[src/rtl/sdram_arbiter.sv]
// sdram_arbiter: shares one SDRAM controller port among video, data and fetch.
// One single-word access at a time, with a watchdog on controller completion.
module sdram_arbiter #(
  parameter int ADDR_W  = 22,
  parameter int DATA_W  = 16,
  parameter int TIMEOUT = 255
) (
  input  logic              clock,
  input  logic              reset,
  input  logic              v_req,
  input  logic              d_req,
  input  logic              f_req,
  input  logic [ADDR_W-1:0] v_addr,
  input  logic [ADDR_W-1:0] d_addr,
  input  logic [ADDR_W-1:0] f_addr,
  input  logic              d_wren,
  input  logic [DATA_W-1:0] d_wdata,
  output logic              v_ack,
  output logic              d_ack,
  output logic              f_ack,
  output logic [DATA_W-1:0] rdata,
  output logic              mem_start,
  output logic [ADDR_W-1:0] mem_addr,
  output logic              mem_wren,
  output logic [DATA_W-1:0] mem_wdata,
  input  logic              mem_done,
  input  logic [DATA_W-1:0] mem_rdata,
  output logic              timeout_err,
  output logic              busy
);

  typedef enum logic [1:0] {
    S_IDLE,
    S_ISSUE,
    S_WAIT,
    S_DONE
  } state_t;

  typedef enum logic [1:0] {
    G_NONE,
    G_V,
    G_D,
    G_F
  } gnt_t;

  localparam logic [7:0] CNT_MAX = 8'(TIMEOUT - 1);

  state_t            state_q, state_d;
  gnt_t              gnt_q, gnt_d;
  logic              rr_last_q, rr_last_d;
  logic [7:0]        cnt_q, cnt_d;
  logic [ADDR_W-1:0] addr_q, addr_d;
  logic              wren_q, wren_d;
  logic [DATA_W-1:0] wdata_q, wdata_d;
  logic [DATA_W-1:0] rdata_q, rdata_d;
  logic              terr_q, terr_d;
  logic              start_q, start_d;
  logic              v_ack_q, v_ack_d;
  logic              d_ack_q, d_ack_d;
  logic              f_ack_q, f_ack_d;
  logic              busy_q, busy_d;

  logic any_req;
  logic d_win;
  logic f_win;

  // rr_last_q set means F was the last D/F winner, so D goes next
  assign any_req = v_req | d_req | f_req;
  assign d_win   = !v_req && d_req && (!f_req || rr_last_q);
  assign f_win   = !v_req && f_req && (!d_req || !rr_last_q);

  always_comb begin
    state_d   = state_q;
    gnt_d     = gnt_q;
    rr_last_d = rr_last_q;
    cnt_d     = cnt_q;
    addr_d    = addr_q;
    wren_d    = wren_q;
    wdata_d   = wdata_q;
    rdata_d   = rdata_q;
    terr_d    = terr_q;
    start_d   = 1'b0;
    v_ack_d   = 1'b0;
    d_ack_d   = 1'b0;
    f_ack_d   = 1'b0;

    unique case (state_q)
      S_IDLE: begin
        if (any_req) begin
          state_d = S_ISSUE;
          start_d = 1'b1;
          unique case (1'b1)
            v_req: begin
              gnt_d   = G_V;
              addr_d  = v_addr;
              wren_d  = 1'b0;
              wdata_d = '0;
            end
            d_win: begin
              gnt_d     = G_D;
              addr_d    = d_addr;
              wren_d    = d_wren;
              wdata_d   = d_wdata;
              rr_last_d = 1'b0;
            end
            f_win: begin
              gnt_d     = G_F;
              addr_d    = f_addr;
              wren_d    = 1'b0;
              wdata_d   = '0;
              rr_last_d = 1'b1;
            end
            default: begin
              gnt_d = G_NONE;
            end
          endcase
        end
      end
      S_ISSUE: begin
        cnt_d   = '0;
        state_d = S_WAIT;
      end
      S_WAIT: begin
        if (mem_done) begin
          if (!wren_q) begin
            rdata_d = mem_rdata;
          end
          state_d = S_DONE;
        end else if (cnt_q == CNT_MAX) begin
          terr_d  = 1'b1;
          state_d = S_DONE;
        end else begin
          cnt_d = cnt_q + 8'd1;
        end
        if (state_d == S_DONE) begin
          v_ack_d = (gnt_q == G_V);
          d_ack_d = (gnt_q == G_D);
          f_ack_d = (gnt_q == G_F);
        end
      end
      S_DONE: begin
        state_d = S_IDLE;
      end
      default: begin
        state_d = S_IDLE;
      end
    endcase

    busy_d = (state_d != S_IDLE);
  end

  always_ff @(posedge clock) begin
    if (!reset) begin
      state_q   <= S_IDLE;
      gnt_q     <= G_NONE;
      rr_last_q <= 1'b1;
      cnt_q     <= '0;
      addr_q    <= '0;
      wren_q    <= 1'b0;
      wdata_q   <= '0;
      rdata_q   <= '0;
      terr_q    <= 1'b0;
      start_q   <= 1'b0;
      v_ack_q   <= 1'b0;
      d_ack_q   <= 1'b0;
      f_ack_q   <= 1'b0;
      busy_q    <= 1'b0;
    end else begin
      state_q   <= state_d;
      gnt_q     <= gnt_d;
      rr_last_q <= rr_last_d;
      cnt_q     <= cnt_d;
      addr_q    <= addr_d;
      wren_q    <= wren_d;
      wdata_q   <= wdata_d;
      rdata_q   <= rdata_d;
      terr_q    <= terr_d;
      start_q   <= start_d;
      v_ack_q   <= v_ack_d;
      d_ack_q   <= d_ack_d;
      f_ack_q   <= f_ack_d;
      busy_q    <= busy_d;
    end
  end

  assign v_ack       = v_ack_q;
  assign d_ack       = d_ack_q;
  assign f_ack       = f_ack_q;
  assign rdata       = rdata_q;
  assign mem_start   = start_q;
  assign mem_addr    = addr_q;
  assign mem_wren    = wren_q;
  assign mem_wdata   = wdata_q;
  assign timeout_err = terr_q;
  assign busy        = busy_q;

endmodule

[config.mk]
export PLATFORM = sky130hd
export DESIGN_NAME = sdram_arbiter
export DESIGN_NICKNAME = d
export VERILOG_FILES = /design/src/rtl/sdram_arbiter.sv
export SDC_FILE = /design/constraint.sdc
export NUM_CORES = 1
export LEC_CHECK = 0
export ABC_AREA = 1
export CORE_MARGIN = 2
export CORE_UTILIZATION = 36
export DETAILED_ROUTE_END_ITERATION = 8
export DONT_BUFFER_PORTS = 1
export SKIP_CTS_REPAIR_TIMING = 1
export SLEW_MARGIN = 20
export SYNTH_ARGS = -nofsm -noshare
export SYNTH_HDL_FRONTEND = slang
export SYNTH_SLANG_ARGS = --single-unit
[constraint.sdc]
create_clock -name clock -period 3.6 [get_ports clock]
set_input_delay 0.9 -clock clock [delete_from_list [all_inputs] [get_ports clock]]
set_output_delay 0.9 -clock clock [all_outputs]
set_load 0.02 [all_outputs]
After elaboration in Yosys (flattened, before gate mapping)
Index checks and enable logic that the tools add are counted.

storage, ports and cells
  flip-flop bits (word level) = 74
  input port bits = 105
  logic and storage cells = 69

cells by class
  add/subtract/negate cells = 1
  eq/ne operators = 10
  muxes and demuxes = 14
  bitwise gates (word level) = 4
  reductions and logical operators = 26

operators by type and width
  operator             count
  $pmux 22 s3          1
  $pmux 16 s2          1
  $reduce_and 3->1     7
  $mux 8               2
  $pmux 8 s2           1
  $eq 2x2->1 const B   5
  $add 8x1->8 const B  1
  $eq 8x8->1 const B   1
  $mux 2               4
  $pmux 2 s4           1
  $reduce_bool 2->1    4
  $pmux 2 s3           1
  $eq 2x1->1 const B   2
  $logic_and 1x1->1    4
  $logic_not 1->1      4
  $ne 2x2->1 const B   2
  $pmux 1 s2           2
  $reduce_and 2->1     2
  $reduce_bool 3->1    1
  $logic_not 2->1      1
  $logic_or 1x1->1     2
  $not 1->1            2
  $or 1x1->1           2
  $reduce_or 2->1      1
  $mux 1               1

Logic depth before layout (Yosys ltp)
  depth after elaboration = 6
  depth in mapped cells = 11
  gate-level depth less buffers = 10

Least setup slack after synthesis
No wires, ideal clock.

  kind = input -> register
  start = input port reset
  end = register addr_q[12] (netlist: mem_addr[12])
  setup time = 0.058 ns
  arrival = 1.584 ns
  slack = 1.958 ns
  cell stages on the path = 5
  cells stage by stage = buf_2 clkinv_1 nor2_1 nand2_1 nand2_1

RTL lines
  item                    line  RTL
  start: declaration      9     input logic reset,
  end signal: assignment  173   addr_q <= addr_d;
  end: declaration        52    logic [ADDR_W-1:0] addr_q, addr_d;

Final worst setup path
  start = input port d_req
  end = register rr_last_q

between the ends
  word-level cells in the longest chain between the ends = 5
  elaborated cells between the ends (all ways) = 10
  those cells by class = mux: 1; bitwise: 2; reduce/logical: 7

RTL lines
  item                                line  RTL
  start: declaration                  11    input logic d_req,
  $logic_not 1->1                     70    assign f_win = !v_req && f_req && (!d_req || !rr_last_q);
  $logic_or 1x1->1                    70
  $logic_and 1x1->1                   70
  $reduce_bool 2->1 (no source line)  -
  $reduce_and 3->1 (no source line)   -
  end signal: assignment              171   rr_last_q <= rr_last_d;
  end: declaration                    50    logic rr_last_q, rr_last_d;

Parallel ways exist; a longest one is shown, timed or not.
A chain may end at the register's enable or synchronous reset.

==> flow_summary.toml <==
[sta]
setup_viol = 0
timing.slew.headroom = 0.337
hold_violations = 0
setup-tns-final_ps = 0
report.final.slew_viol_count = 0
worstMarginPinSlew_ps = 995
rsz0062_at_grt = "no"
clock_skew_ps = 7.16
max_freq_mhz = 474
post-route-period-util = 0.586
whs_ps = 426
fin_crit_ps = 2110

[route]
drt_pass1_iterations = 4
totalWireLength_um = 8240
num_vias = 2913
ant_nets = 0
viasPerCell = 5.29
drt_iter0_drc = 128
wl_per_cell_um = 14.9
drc = 0

[setup_path]
ff2ff_setup_slack_ps = 1700
regToRegEndpoint = "rr_last_q$_SDFFE_PN1P_"
end_kind = "flop"
crit_required_ps = 3840
reg2regPathDepth = 7
cp_max_fo = 23
timing.rr.start = "state_q[0]$_SDFF_PN0_"
critPathLaunchType = "input pin"
crit_arrival_ps = 2350
path_class = "input pin to flop"

[synth]
synth_xor_xnor_area_share = 0
synth_fa_ha_area_frac = 0.0194
synth_cell_types = 27
synth_seq_area_share = 0.459
yosysTopAreaCell = "dfxtp_1"
synth_compound_area_frac = 0.169
yosys-top-cells-area = "dfxtp_1 46%, nand2_1 14%, a21oi_1 6.8%"
synth-async-reset-ratio = 0
ys.flop_type = "dfxtp_1"
syn_inst = 450
synth.avg_cell_area_um2 = 7.17
synth_warnings = 0
synth_fp_nets = 560
synth.most_common_cell = "nand2_1"
yosys.area.top_type_share = 0.459
synth_edf_count = 0
synth_mux_area_frac = 0
ys_ff_latch = 74
syn_area_um2 = 3220
synth_top_family_by_area = "simple AND/OR/NAND/NOR gates"
synth_common_cells = "123 x nand2_1, 74 x dfxtp_1, 53 x nor2_1"
yosys.area_share.simple = 0.283

[power_and_ir_drop]
p_switching_w = 0.000884
seqPwrFrac = 0.503
total_power_w = 0.00238
p_int_w = 0.00150
swShare = 0.371
vdd_ir_drop_max_mv = 0.257
total_leakage_power_nw = 1.38
powerDensity_nw_per_um2 = 687
pwr-share-comb = 0.205
power_frac_clock = 0.292

[floorplan]
dieArea_um2 = 9730
initial_core_util = 0.370
row_count = 34
num_io_pins = 166
die_x_um = 98.6
core_area_um2 = 8720
die_h_um = 98.6

[hold_path]
hold_path_end = "d_ack$_SDFF_PN0_"
holdPathStages = 1
hold_path.class = "flop to flop"
hold_start = "gnt_q[0]$_SDFFE_PN0P_"

[cells_and_area]
fillerInstances = 912
fin_util = 0.398
fin_nets = 548
antenna_cells = 0
fin_cells = 551
drive_gt1_frac = 0.0722
syn2layout_area_growth_pct = 7.57

[clock_tree]
h-tree-depth = 3
cts.sinks = 74
cts_made_buffers = 9
path_clk_slew_ps = 80
clk_path_buf_depth = 2
clk_latency_ps = 350
root_buffer = "clkbuf_8"
cts_tree = "built"

[placement]
dp_hpwl_um = 6040
place_inst = 535
routabilityCongestion = 0.780
io_buffers = 0

[grt]
grt-ovfl-total = 0
grt_pass1_wl_um = 13700
grt_pass1_vias = 2893
grt_max_degree = 47
antenna_found_initial = 0
grt.total_usage = 0.175

[outcome]
status = "finished, final reports clean"

[run]
max_cap_violations = 0
-- placed cells by master (no fill, tap or decap), types with 2 or more instances in the layout --
master      instances
nand2_1           123
inv_2               3
buf_4               2
o21ai_0            29
inv_1              22
clkbuf_8            9
clkinvlp_4          2
a21oi_1            44
nand2_2             3
bufinv_16           2
dfxtp_1            74
nor2_4              3
nand3_1            27
o21ai_1            10
a31oi_1            18
nor2_1             52
clkinv_2            2
nor3_1              3
ha_1                5
-- layout make-up --
cell class	instances	area, um^2	share of cell area
multi-input cells	325	1520	0.439
flip-flops and latches	74	1480	0.427
well taps	108	135	0.0390
clock buffers	9	124	0.0357
inverters	26	97.6	0.0281
clock inverters	7	93.8	0.0271
repair buffers	2	15.0	0.00433
-- worst max path at each step --
stage / startpoint / endpoint / slack, ps / cells after the start
global route: d_req / rr_last_q$_SDFFE_PN1P_ / 1350 / 4
detailed placement: d_req / rr_last_q$_SDFFE_PN1P_ / 1140 / 4
floorplan: reset / mem_addr[12]$_SDFFE_PN0P_ / 1960 / 5
CTS: d_req / rr_last_q$_SDFFE_PN1P_ / 1520 / 4
global placement: v_req / rr_last_q$_SDFFE_PN1P_ / 850 / 6
finish: d_req / rr_last_q$_SDFFE_PN1P_ / 1490 / 4
-- cell families (layout without fill, tap and decap cells) --
logic type                 Yosys count  after routing
adders and majority gates            5              5
DFF                                 74             74
AOI/OAI and AO/OA                  103            103
and+or+nand+nor                    217            217
buffers and inverters               51             44
-- sequential cells by signal, summed over array words and instances, names as in the netlist, 2 cells and up --
signal / cells
cnt_q: 8
rdata: 16
mem_wdata: 16
gnt_q: 2
state_q: 2
mem_addr: 22
-- power by group through the flow --
stage          clock (W)  combinational (W)  sequential, W
2_1_floorplan          0           0.000420        0.00118
3_3_place_gp           0           0.000479        0.00122
3_5_place_dp           0           0.000491        0.00122
4_1_cts         0.000716           0.000492        0.00120
5_1_grt         0.000753           0.000567        0.00121
6_report        0.000696           0.000488        0.00120
-- critical path, stage by stage --
cell and delay (ps):
o21ai_2 760, nor2_2 370, o21ai_0 250, nand2_1 70
-- metal layers --
| layer | GRT usage | wire length (um) |
|---|---|---|
| met1 | 0.207 | 3500 |
| met2 | 0.279 | 3910 |
| met3 | 0.0610 | 656 |
| met4 | 0.0917 | 173 |
| met5 | 0 | 0 |
-- through the flow --
step	area, um^2	setup WS (ps)
2_1_floorplan	3220	1960
3_3_place_gp	3250	854
3_5_place_dp	3250	1140
4_1_cts	3470	1520
5_1_grt	3470	1350
6_report	3470	1490
Note: power is estimated with default switching activity, not from simulation.
==> patch 1 (config.mk and constraints unchanged) <==
`ADDR_W`: 22 -> 20.
--- a/src/rtl/sdram_arbiter.sv
+++ b/src/rtl/sdram_arbiter.sv
@@ -2,5 +2,5 @@
 // One single-word access at a time, with a watchdog on controller completion.
 module sdram_arbiter #(
-  parameter int ADDR_W  = 22,
+  parameter int ADDR_W  = 20,
   parameter int DATA_W  = 16,
   parameter int TIMEOUT = 255
Interface: changed (resized d_addr, f_addr, mem_addr and v_addr); port bits go from 166 to 158. No check against the original RTL was run, so the function may have changed too.
==> patch 1 against the original RTL <==
  * Count of clock-buffer cells in the layout unchanged
  * Largest power group unchanged
  * Global-route usage decreased by 0.61 points
  * Critical endpoint is now mem_wdata[6]
  * Die area increased by 2.4%
  * Routed wire length decreased by 0.44%
  * Synthesized cell count increased by 0.67%
  * Via count decreased by 0.17%
  * Maximum frequency decreased by 16%
  * Worst setup slack got worse by 0.41 ns
  * Final area increased by 2.2%
  * Synthesized area increased by 2.5%
  * Total power increased by 2.4%
  * Critical path type unchanged
  * Sequential cell count decreased by 2
==> patch 1: results (changes against the original RTL) <==
\begin{tabular}{lr}
\hline
Metric & Value \\
\hline
\multicolumn{2}{l}{\textbf{Outcome}} \\
Run status & finished, final reports clean \\
\multicolumn{2}{l}{\textbf{Yosys}} \\
Post-synthesis instance total & 453 (+0.67\%) \\
Area share of fa/ha/maj cells after synthesis & 1.893\% (-0.047 points) \\
Top post-synthesis cells by area & dfxtp\_1 (44\%), nand2\_1 (15\%), nor2\_1 (6.9\%) \\
Number of nets produced by synthesis & 557 (-0.54\%) \\
Xor/xnor cell area share of the yosys netlist & 0.2651\% (+0.27 points) \\
Fraction of the mapped netlist area in compound gates & 11.66\% (-5.2 points) \\
\multicolumn{2}{l}{\textbf{Place}} \\
Count of placed standard cells including taps & 538 (+0.56\%) \\
\multicolumn{2}{l}{\textbf{Worst setup path}} \\
Highest net fanout along the worst path & 42 (+83\%) \\
Crit path DAT & 2.79 ns (+0.44 ns) \\
Slack of the worst reg-to-reg path & 1.43 ns (-0.27 ns) \\
Crit path capture & mem\_wdata[6] \\
\multicolumn{2}{l}{\textbf{Cells and area}} \\
Ratio of cells with drive above 1 in the final layout & 11.21\% (+4.0 points) \\
Multi-input gate share of the layout cell area & 46.26\% (+2.4 points) \\
Comb\_multi\_in & 332 (+2.2\%) \\
Fraction of area in non-clock buffers & 0.2119\% (-0.22 points) \\
Number of standard cells in the layout, taps in and fillers out & 554 (+0.54\%) \\
Layout buffer count excluding clock buffers & 1 (-1) \\
\multicolumn{2}{l}{\textbf{Pwr}} \\
Areal power density over the cells & 688.5 nW/um2 (+0.24\%) \\
Worst vdd rail ir drop & 0.3720 mV (+45\%) \\
Total combinational power & 0.541 mW (+11\%) \\
Switching power share of the total & 38.63\% (+1.5 points) \\
\multicolumn{2}{l}{\textbf{Drt}} \\
Mean routed wirelength per cell & 14.80 um (-0.98\%) \\
Vias & 2908 (-0.17\%) \\
\multicolumn{2}{l}{\textbf{GRT}} \\
Global routing met1 resource utilization & 20.88\% (+0.15 points) \\
Number of global-route vias before repair & 2791 (-3.5\%) \\
Largest net degree at the start of global routing & 43 (-8.5\%) \\
GR met2 Demand/Resource & 26.51\% (-1.4 points) \\
\multicolumn{2}{l}{\textbf{Timing}} \\
Final hold slack & 0.4568 ns (+0.03063 ns) \\
Worst clock skew & 0.009573 ns (+0.002414 ns) \\
\hline
\end{tabular}
## patch 1: per-stage QoR
| stage | setup slack (ns) | cell area, um2 |
|---|---|---|
| after global routing | 0.8388 | 3543 |
| final | 1.079 | 3543 |
| after floorplan | 1.824 | 3304 |
| after detailed placement | 0.6750 | 3317 |
| after CTS | 1.064 | 3543 |
| after global placement | 0.7595 | 3317 |
## patch 1: layer usage
layer  share of wire [%]  routed length [um]
met1                  42                3404
met2                  48                3922
met3                 8.7                 710
met4                 2.0                 162
met5                   0                   0
## patch 1: cells by family (layout without fill, tap and decap cells)
| logic type | Yosys count | after routing |
|---|---|---|
| XOR/XNOR | 1 | 1 |
| adder cells (fa/ha/maj) | 5 | 5 |
| AND/OR/NAND/NOR | 259 | 259 |
| AO/OA/AOI/OAI | 67 | 67 |
| flip-flops | 72 | 72 |
| buffers and inverters | 49 | 42 |
==> patch 2 (config.mk and constraints unchanged) <==
Without the edit above. Reset style: asynchronous (`reset`), changed in one clocked block.
--- a/src/rtl/sdram_arbiter.sv
+++ b/src/rtl/sdram_arbiter.sv
@@ -150,5 +150,5 @@
   end
 
-  always_ff @(posedge clock) begin
+  always_ff @(posedge clock or negedge reset) begin
     if (!reset) begin
       state_q   <= S_IDLE;
Function: differs if reset is asserted again (counterexample within 4 cycles, from zero or initial values and one cycle with reset low); with reset held inactive, the same outputs for 10 cycles.
==> patch 2 against the original RTL <==
  * Sequential cell count unchanged
  * Highest routed layer unchanged
  * Synthesized area increased by 13%
  * Final area increased by 13%
  * Via count is 0.76% lower
  * Largest cell class is now flip-flops and latches
  * First-iteration DRC count decreased by 13%
  * Critical path type is now reg -> reg
  * Maximum frequency rose by 2.8%
  * Worst setup slack improved by 0.057 ns
  * Sequential share of layout area is 4.4 points higher
  * Total power rose by 45%
  * Routed wire length up 7.3%
  * Die area is 13% higher
  * Combinational power grew 86%
==> patch 2: results (changes against the original RTL) <==
\begin{tabular}{lr}
\hline
Metric & Value \\
\hline
\multicolumn{2}{l}{\textbf{Outcome}} \\
Run status & finished, final reports clean \\
\multicolumn{2}{l}{\textbf{Worst setup path}} \\
Slowest stage delay, CP & 0.40 ns (-0.36 ns) \\
Worst path slowest cell & dfrtp\_1 \\
Highest net fanout along the worst path & 43 (+87\%) \\
Cell type group with the largest total delay on the critical path & buffers and inverters \\
\multicolumn{2}{l}{\textbf{Yosys}} \\
Most frequent cells after synthesis & nand2\_1 (112), nor2\_1 (84), dfrtp\_1 (73) \\
Number of nets produced by synthesis & 552 (-1.4\%) \\
Synthesis Warnings & 0 (unchanged) \\
Sequential area share after synthesis & 50.74\% (+4.8 points) \\
Most used DFF post-synth & dfrtp\_1 \\
FFs w/ async S/R, synth & 100.0\% (+100 points) \\
Post-synth cell types & 29 (+7.4\%) \\
Top post-synthesis cells by area & dfrtp\_1 (50\%), nand2\_1 (12\%), nor2\_1 (8.6\%) \\
\multicolumn{2}{l}{\textbf{Cells and area}} \\
Antenna diode count & 0 (unchanged) \\
Ratio of cells with drive above 1 in the final layout & 10.86\% (+3.6 points) \\
Filler Cells Inserted & 1049 (+15\%) \\
\multicolumn{2}{l}{\textbf{GRT}} \\
Wire length of the first global-routing pass & 14.15 mm (+3.1\%) \\
Antenna violations before repair & 0 (unchanged) \\
Number of global-route vias before repair & 2926 (+1.1\%) \\
Global-route usage over all layers & 16.19\% (-1.3 points) \\
Largest net degree at the start of global routing & 75 (+60\%) \\
\multicolumn{2}{l}{\textbf{Drt}} \\
Number of DRC markers after the initial detailed-route iteration & 112 (-13\%) \\
Drt via density & 5.028 (-4.9\%) \\
Mean routed wirelength per cell & 15.37 um (+2.8\%) \\
Count of TritonRoute iterations in the first routing pass & 5 (+1) \\
\multicolumn{2}{l}{\textbf{Timing}} \\
Minimum setup slack in the final design & 1.548 ns (+0.05675 ns) \\
Actual transition at the worst max-transition pin & 0.7346 ns (-0.2603 ns) \\
Worst clock skew & 0.008295 ns (+0.001136 ns) \\
\multicolumn{2}{l}{\textbf{Clock tree}} \\
Clock transition time at the flip-flop clock pins of the worst setup and hold paths & 0.09 ns \\
Skew-Pair Late Insertion Delay & 0.34 ns \\
\multicolumn{2}{l}{\textbf{Place}} \\
Worst slack, placed & 1.210 ns (+0.07076 ns) \\
Post-DP HPWL & 6.326 mm (+4.7\%) \\
Placer congestion estimate & 0.8639 (+11\%) \\
\multicolumn{2}{l}{\textbf{Pwr}} \\
Worst vdd rail ir drop & 0.3547 mV (+38\%) \\
Leak Pwr & 1.908 nW (+39\%) \\
\multicolumn{2}{l}{\textbf{Hold path}} \\
Hold crit path type & in -> async \\
\hline
\end{tabular}
## patch 2: cell count changes in the layout (fill, tap and decap cells not counted), sizes merged, moves of 29 or more
cell,change
dfxtp,-74
nor2,+29
o21ai,-35
nand3,+29
dfrtp,+73
a21oi,-43
## patch 2: kinds of logic (layout without fill, tap and decap cells)
logic type	Yosys count	after routing	synth area share, %
simple gates	279	279	33.61
flops	74	74	50.74
buf+inv	55	55	6.646
mux	16	16	4.933
compound gates	10	10	1.644
fa+ha+maj	5	5	1.713
xor+xnor	3	3	0.7196
## patch 2: worst paths after layout
kind / startpoint / endpoint / depth (start not counted)
worst max register to register: state_q[0] / mem_wdata[0] / 8
worst min register to register: gnt_q[1] / v_ack / 1
min in group clock: gnt_q[1] / v_ack / 1
worst min-delay path: reset / cnt_q[6] / 0
worst max-delay path: state_q[0] / mem_wdata[0] / 8
max in group asynchronous: reset / rr_last_q / 0
## patch 2: final cells by class
cell class | instances | share of cell area (%)
flip-flops and latches | 74 | 47.14
multi-input cells | 313 | 39.59
well taps | 133 | 4.233
inverters | 39 | 3.787
clock buffers | 9 | 3.151
clock inverters | 7 | 2.101
## patch 2: metal layers
metal  GRT usage (%)  wire (um)
met1           20.01       3677
met2           26.62       4308
met3           4.991        703
met4           5.905        148
met5               0          0
## patch 2: power breakdown
part,switching (mW),internal [mW],total (mW)
logic,0.563,0.347,0.910
clock network,0.337,0.332,0.669
registers,0.681,1.20,1.88
## patch 2: metrics by stage
stage,hold slack [ns],power [mW],utilization [%],std cells,instance area (um2)
2_1_floorplan,0.4018,2.597,-,442,3652
3_3_place_gp,0.4166,2.783,37.93,559,3725
3_5_place_dp,0.4224,2.835,37.93,559,3725
4_1_cts,0.2120,3.522,40.04,575,3931
5_1_grt,0.2090,3.720,40.04,575,3931
6_report,0.2408,3.463,40.04,575,3931
